===== config.mk =====
export PLATFORM = sky130hd
export DESIGN_NAME = branch_resolve_predictor
export DESIGN_NICKNAME = d
export VERILOG_FILES = /design/src/rtl/branch_resolve_predictor.sv
export SDC_FILE = /design/constraint.sdc
export NUM_CORES = 2
export LEC_CHECK = 0
export BUFFER_PORTS_ARGS = -buffer_cell sky130_fd_sc_hd__buf_4
export CAP_MARGIN = 25
export CORE_MARGIN = 3
export CORE_UTILIZATION = 60
export DETAILED_ROUTE_END_ITERATION = 7
export PLACE_DENSITY = 0.81
export RECOVER_POWER = 25
export SYNTH_ARGS = -nofsm -noshare
export SYNTH_HDL_FRONTEND = slang
export SYNTH_SLANG_ARGS = --single-unit

===== constraint.sdc =====
create_clock -name clk -period 4.5 [get_ports clk]
set_clock_uncertainty 0.15 [all_clocks]
set_input_delay 0.45 -clock clk [delete_from_list [all_inputs] [get_ports clk]]
set_output_delay 0.45 -clock clk [all_outputs]
set_load 0.03 [all_outputs]

===== src/rtl/branch_resolve_predictor.sv =====
// Fetch-time branch prediction (2-bit PHT + direct-mapped BTB) and
// EX-stage resolution from the ALU Zero flag with registered redirect.
module branch_resolve_predictor #(
  parameter int         PHT_BITS = 6,
  parameter int         BTB_BITS = 4,
  parameter logic [1:0] CNT_INIT = 2'b01
) (
  input  logic        clk,
  input  logic        rst_n,
  input  logic [31:0] fetch_pc,
  output logic        pred_taken,
  output logic [31:0] pred_target,
  input  logic        ex_valid,
  input  logic        ex_is_branch,
  input  logic        ex_branch_ne,
  input  logic [31:0] ex_pc,
  input  logic [31:0] ex_target,
  input  logic        ex_pred_taken,
  input  logic [31:0] ex_pred_target,
  input  logic        alu_zero,
  output logic        mispredict,
  output logic [31:0] redirect_pc,
  output logic [31:0] branch_count,
  output logic [31:0] mispredict_count
);

  localparam int PHT_N = 1 << PHT_BITS;
  localparam int BTB_N = 1 << BTB_BITS;
  localparam int TAG_W = 30 - BTB_BITS;

  logic [1:0]       pht_q [PHT_N];
  logic             btb_v_q [BTB_N];
  logic [TAG_W-1:0] btb_tag_q [BTB_N];
  logic [31:0]      btb_tgt_q [BTB_N];

  logic        mispredict_q;
  logic [31:0] redirect_pc_q;
  logic [31:0] branch_cnt_q;
  logic [31:0] mispred_cnt_q;

  logic [PHT_BITS-1:0] f_pht_idx;
  logic [BTB_BITS-1:0] f_btb_idx;
  logic [TAG_W-1:0]    f_tag;
  logic                f_hit;

  logic [PHT_BITS-1:0] e_pht_idx;
  logic [BTB_BITS-1:0] e_btb_idx;
  logic [TAG_W-1:0]    e_tag;

  logic        resolve;
  logic        taken;
  logic        mp_cond;
  logic [31:0] next_pc;
  logic [1:0]  cnt_d;
  logic        unused_pc_lsbs;

  assign unused_pc_lsbs = ^{fetch_pc[1:0], ex_pc[1:0]};

  assign f_pht_idx = fetch_pc[PHT_BITS+1:2];
  assign f_btb_idx = fetch_pc[BTB_BITS+1:2];
  assign f_tag     = fetch_pc[31:BTB_BITS+2];
  assign f_hit     = btb_v_q[f_btb_idx]
                  && (btb_tag_q[f_btb_idx] == f_tag);

  // Reads come straight from state, so a same-edge update is not forwarded
  assign pred_taken  = f_hit && pht_q[f_pht_idx][1];
  assign pred_target = pred_taken ? btb_tgt_q[f_btb_idx]
                                  : fetch_pc + 32'd4;

  assign e_pht_idx = ex_pc[PHT_BITS+1:2];
  assign e_btb_idx = ex_pc[BTB_BITS+1:2];
  assign e_tag     = ex_pc[31:BTB_BITS+2];

  assign resolve = ex_valid && ex_is_branch;
  assign taken   = alu_zero ^ ex_branch_ne;
  assign next_pc = taken ? ex_target : ex_pc + 32'd4;
  assign mp_cond = (taken != ex_pred_taken)
                || (taken && (ex_pred_target != ex_target));

  always_comb begin
    cnt_d = pht_q[e_pht_idx];
    if (taken && cnt_d != 2'b11) begin
      cnt_d = cnt_d + 2'd1;
    end else if (!taken && cnt_d != 2'b00) begin
      cnt_d = cnt_d - 2'd1;
    end
  end

  always_ff @(posedge clk or negedge rst_n) begin
    if (!rst_n) begin
      for (int i = 0; i < PHT_N; i++) pht_q[i] <= CNT_INIT;
      for (int i = 0; i < BTB_N; i++) btb_v_q[i] <= 1'b0;
      mispredict_q  <= 1'b0;
      redirect_pc_q <= '0;
      branch_cnt_q  <= '0;
      mispred_cnt_q <= '0;
    end else begin
      mispredict_q <= resolve && mp_cond;
      if (resolve) begin
        pht_q[e_pht_idx] <= cnt_d;
        redirect_pc_q    <= next_pc;
        if (taken) btb_v_q[e_btb_idx] <= 1'b1;
        if (branch_cnt_q != '1) begin
          branch_cnt_q <= branch_cnt_q + 32'd1;
        end
        if (mp_cond && mispred_cnt_q != '1) begin
          mispred_cnt_q <= mispred_cnt_q + 32'd1;
        end
      end
    end
  end

  // Tag/target payload is qualified by the valid bit and needs no reset
  always_ff @(posedge clk) begin
    if (resolve && taken) begin
      btb_tag_q[e_btb_idx] <= e_tag;
      btb_tgt_q[e_btb_idx] <= ex_target;
    end
  end

  assign mispredict       = mispredict_q;
  assign redirect_pc      = redirect_pc_q;
  assign branch_count     = branch_cnt_q;
  assign mispredict_count = mispred_cnt_q;

endmodule


==> implementation parameters <==
Parameter                              Value

CTS
  CTS buffer count ... 113
  Clock Sink Count ... ~1200
  Maximum clock insertion buffer count ... 3
  Number of H-tree levels ... 3
  Clock-pin slew reported for the worst setup and hold paths after clock tree synthesis ... approximately 0.060 ns
  Clock root cell ... sky130_fd_sc_hd__clkbuf_16
  TritonCTS clock tree ... built
  Worst skew pair latency ... 0.70 ns

Min path
  Startpoint of the most critical hold path ... ex_pred_taken
  Worst min-delay path endpoint ... mispredict
  Hold depth ... 4
  Class of the most critical hold timing path ... input pin to flip-flop

Timing
  Pins Over Slew Limit ... 51
  Sum of negative setup slack ... 0 ns
  Final critical path time including I/O delays and setup ... 4.42 ns
  Achievable Freq ... 0.226 GHz
  Transition time of the tightest slew-check pin ... ~1.8 ns
  Number of endpoints with negative hold slack in the final report ... 0
  RSZ-0062 raised after global routing ... false
  Final Cycle Share ... 0.983
  Worst slew margin relative to its limit ... -0.168
  Final setup viols ... 0

Global routing
  Antenna violations before repair ... 12
  Most Crowded Layer GR ... met2
  Global-route wire length before repair ... 215 mm
  Met3 capacity usage during global routing ... 0.100
  Pin count of the biggest net entering global routing ... 132
  Global-route track usage on met1 ... 0.453
  Via count of the first global-routing pass ... approximately 31000
  Global Route Usage Sum ... 0.349
  Overflow left after global routing ... 0
  Grt met2 use ... 0.549

Synth
  Cell type with the largest total area after synthesis ... sky130_fd_sc_hd__edfxtp_1
  Async S/R FF share, synth ... 0.206
  Number of warnings issued by yosys ... 0
  Mapped Cells ... 2790
  Synth cell types ... 72
  Synthesized cell area ... 49400 sq um
  Synthesized area divided by synthesized cell count ... between 15 and 20 sq um
  Top flip-flop cell by instance count after synthesis ... sky130_fd_sc_hd__edfxtp_1
  Sequential element share of the synthesized area ... 0.688
  Top cell type's share of synthesized area ... 0.564
  Largest cells by area after synthesis ... sky130_fd_sc_hd__edfxtp_1 56%, sky130_fd_sc_hd__mux4_2 12%, sky130_fd_sc_hd__dfrtp_1 9.0%
  Seq cells post-synth ... 1169
  Number of enable flip-flop cells after synthesis ... around 930
  Nets in the synthesized netlist ... around 2900

Worst setup path
  Source of the worst register-to-register timing path ... pht_q[114]
  Largest driver fanout on the critical path ... 8
  CP required ... 3.90 ns
  Arrival time at the worst endpoint ... 3.82 ns
  Kind of launch point of the worst setup path ... flip-flop
  Worst Setup Path Type ... flip-flop to primary output
  Depth of the most critical reg-to-reg path ... 12
  Kind of capture point of the worst setup path ... primary output
  Destination of the worst register-to-register timing path ... pht_q[51]
  Setup slack of the worst register-to-register path ... 0.81 ns

Run
  Maximum Capacitance Violations ... 2

Detailed routing
  Count of nets left with antenna violations after detail routing ... 0
  Remaining design rule violation count ... 0
  Routed wire per std cell ... about 34 um
  Per-cell via count in the routed design ... 6.93
  Drt first-iter violations ... between 4000 and 5000
  WL final ... 148 mm
  Drt first pass iters ... 8
  Vias post-DR ... 30368

Die
  Initial cell density of the core ... 0.609
  Height of the die ... 293 um
  Chip width ... around 290 um
  Standard-cell rows ... 104
  Die outline area ... roughly 86000 sq um
  Number of top-level design ports ... 265
  Area of the core region ... 81100 sq um

Place
  Number of buffers inserted by port buffering ... 264
  HPWL after DPL ... 89.2 mm
  Instance area after placement ... approximately 54000 sq um
  Final weighted congestion in routability-driven placement ... 0.958

Final layout
  Total number of nets in the final design ... 3360
  Commonest cells after routing, fill and taps aside ... 928 x sky130_fd_sc_hd__edfxtp_1, 311 x sky130_fd_sc_hd__buf_4, 269 x sky130_fd_sc_hd__mux4_2, 177 x sky130_fd_sc_hd__dfrtp_1, 139 x sky130_fd_sc_hd__nand2_1
  Layout Cell Area excl Fill ... 58100 sq um
  Fraction of layout cells with a size suffix above 1 ... 0.334
  Fill cell total of the finished layout ... 4706
  Leading cell type in the layout, fill and taps excluded ... sky130_fd_sc_hd__edfxtp_1
  Layout Area Growth over Synthesis ... 17.6%

Power
  Total power per unit cell area ... between 400 and 500 nW/um^2
  Reported leakage power ... 20.6 nW
  Highest ir drop seen on vdd ... 0.000404 V

Run status
  Run status ... complete, but fails checks
  Violated checks ... max-capacitance violations, max-slew violations
[repair_timing]
item | in CTS | in global routing
endpoints found under the setup margin | 17 | 32
hold buffers | 53 | 0
gates resized for setup | 11 | 16
setup buffers | 1 | 0
endpoints found under the hold margin | 881 | 0
cloned | 1 | 1
pin swaps | 3 | 5
[cell type report]
type,instances,area [sq um],area share
multi-input combinational,1454,14900,0.257
inverter,18,68.8,0.00119
antenna,9,22.5,0.000388
clock inverter,82,751,0.0129
sequential,1169,34000,0.585
clock buffer,133,3000,0.0516
timing repair buffer,460,4010,0.0691
tap,1060,1330,0.0228
[synth_stat cells (all sizes together) (5+ instances only)]
master	n
edfxtp	928
mux4	269
dfrtp	177
mux2	162
nand2	140
nor2	123
xnor2	106
clkbuf	87
a22oi	71
dfstp	64
buf	62
mux2i	59
nand3	59
xor2	57
nand4	48
o21ai	40
a21oi	37
nor3	25
or2	22
and3	20
and2	19
inv	18
nor4	15
a31oi	11
and4	11
nor2b	11
a211oi	10
nand2b	10
or3	10
ha	9
o22ai	9
a41oi	8
a21o	7
a221oi	7
a22o	7
a221o	6
nand3b	6
nor3b	6
a2111oi	5
and4b	5
o22a	5
[metrics by stage]
step           utilization  total power, mW  std cells  setup WS [ns]  hold slack, ns
4_1_cts              0.717             24.2       4373        0.00339         0.00110
2_1_floorplan            -             13.6       2790         0.0694         0.00441
3_3_place_gp         0.663             14.7       4102          0.119           0.297
3_5_place_dp         0.663             14.7       4103         0.0610           0.303
5_1_grt              0.716             24.8       4378        0.00682           0.139
6_report             0.716             24.2       4385         0.0772           0.123
[where the power goes]
group	internal, mW	switching (mW)	leakage [nW]
clock	5.28	4.27	1.79
combinational	0.951	1.48	7.42
sequential	12.0	0.216	11.4
[state kept, by name, summed over array words and instances (netlist names)]
| name | flops |
|---|---|
| mispredict_count | 32 |
| pht_q | 128 |
| btb_tag_q | 416 |
| btb_v_q | 16 |
| redirect_pc | 32 |
| btb_tgt_q | 512 |
| mispredict | 1 |
| branch_count | 32 |
[worst max path at each step]
stage,from,endpoint,slack [ns],depth (start not counted)
global route,btb_tag_q[3][7],pred_target[10],0.007,10
finish,btb_tag_q[3][7],pred_target[15],0.08,10
detailed placement,fetch_pc[2],pred_target[29],0.06,13
floorplan,fetch_pc[3],pred_taken,0.07,11
global placement,fetch_pc[2],pred_target[5],0.12,13
CTS,pht_q[59],pred_target[31],0.003,11
[worst max-delay path, stage by stage, from the launching register on]
cell                       delay (ns)
sky130_fd_sc_hd__edfxtp_1        0.41
sky130_fd_sc_hd__mux4_2          0.51
sky130_fd_sc_hd__a22oi_1         0.22
sky130_fd_sc_hd__o21ai_1         0.16
sky130_fd_sc_hd__or4b_4          0.57
sky130_fd_sc_hd__a211oi_4        0.31
sky130_fd_sc_hd__nand4_4         0.12
sky130_fd_sc_hd__buf_12          0.19
sky130_fd_sc_hd__buf_12          0.16
sky130_fd_sc_hd__mux2_4          0.34
sky130_fd_sc_hd__buf_6           0.15
[per-layer routing]
layer	vias up	routed length, um
li1	11995	-
met1	15310	49000
met2	2582	70300
met3	475	20800
met4	6	8070
met5	-	49
[cells by family after synthesis]
kind of cell,count (synthesis),share of synthesized area
flip-flops,1169,0.688
AND/OR/NAND/NOR,552,0.0577
multiplexers,490,0.174
AO/OA/AOI/OAI,240,0.0339
buffers and inverters,167,0.0152
XOR/XNOR,163,0.0289
adder cells (fa/ha/maj),9,0.00228
Note: power is estimated with default switching activity, not from simulation.
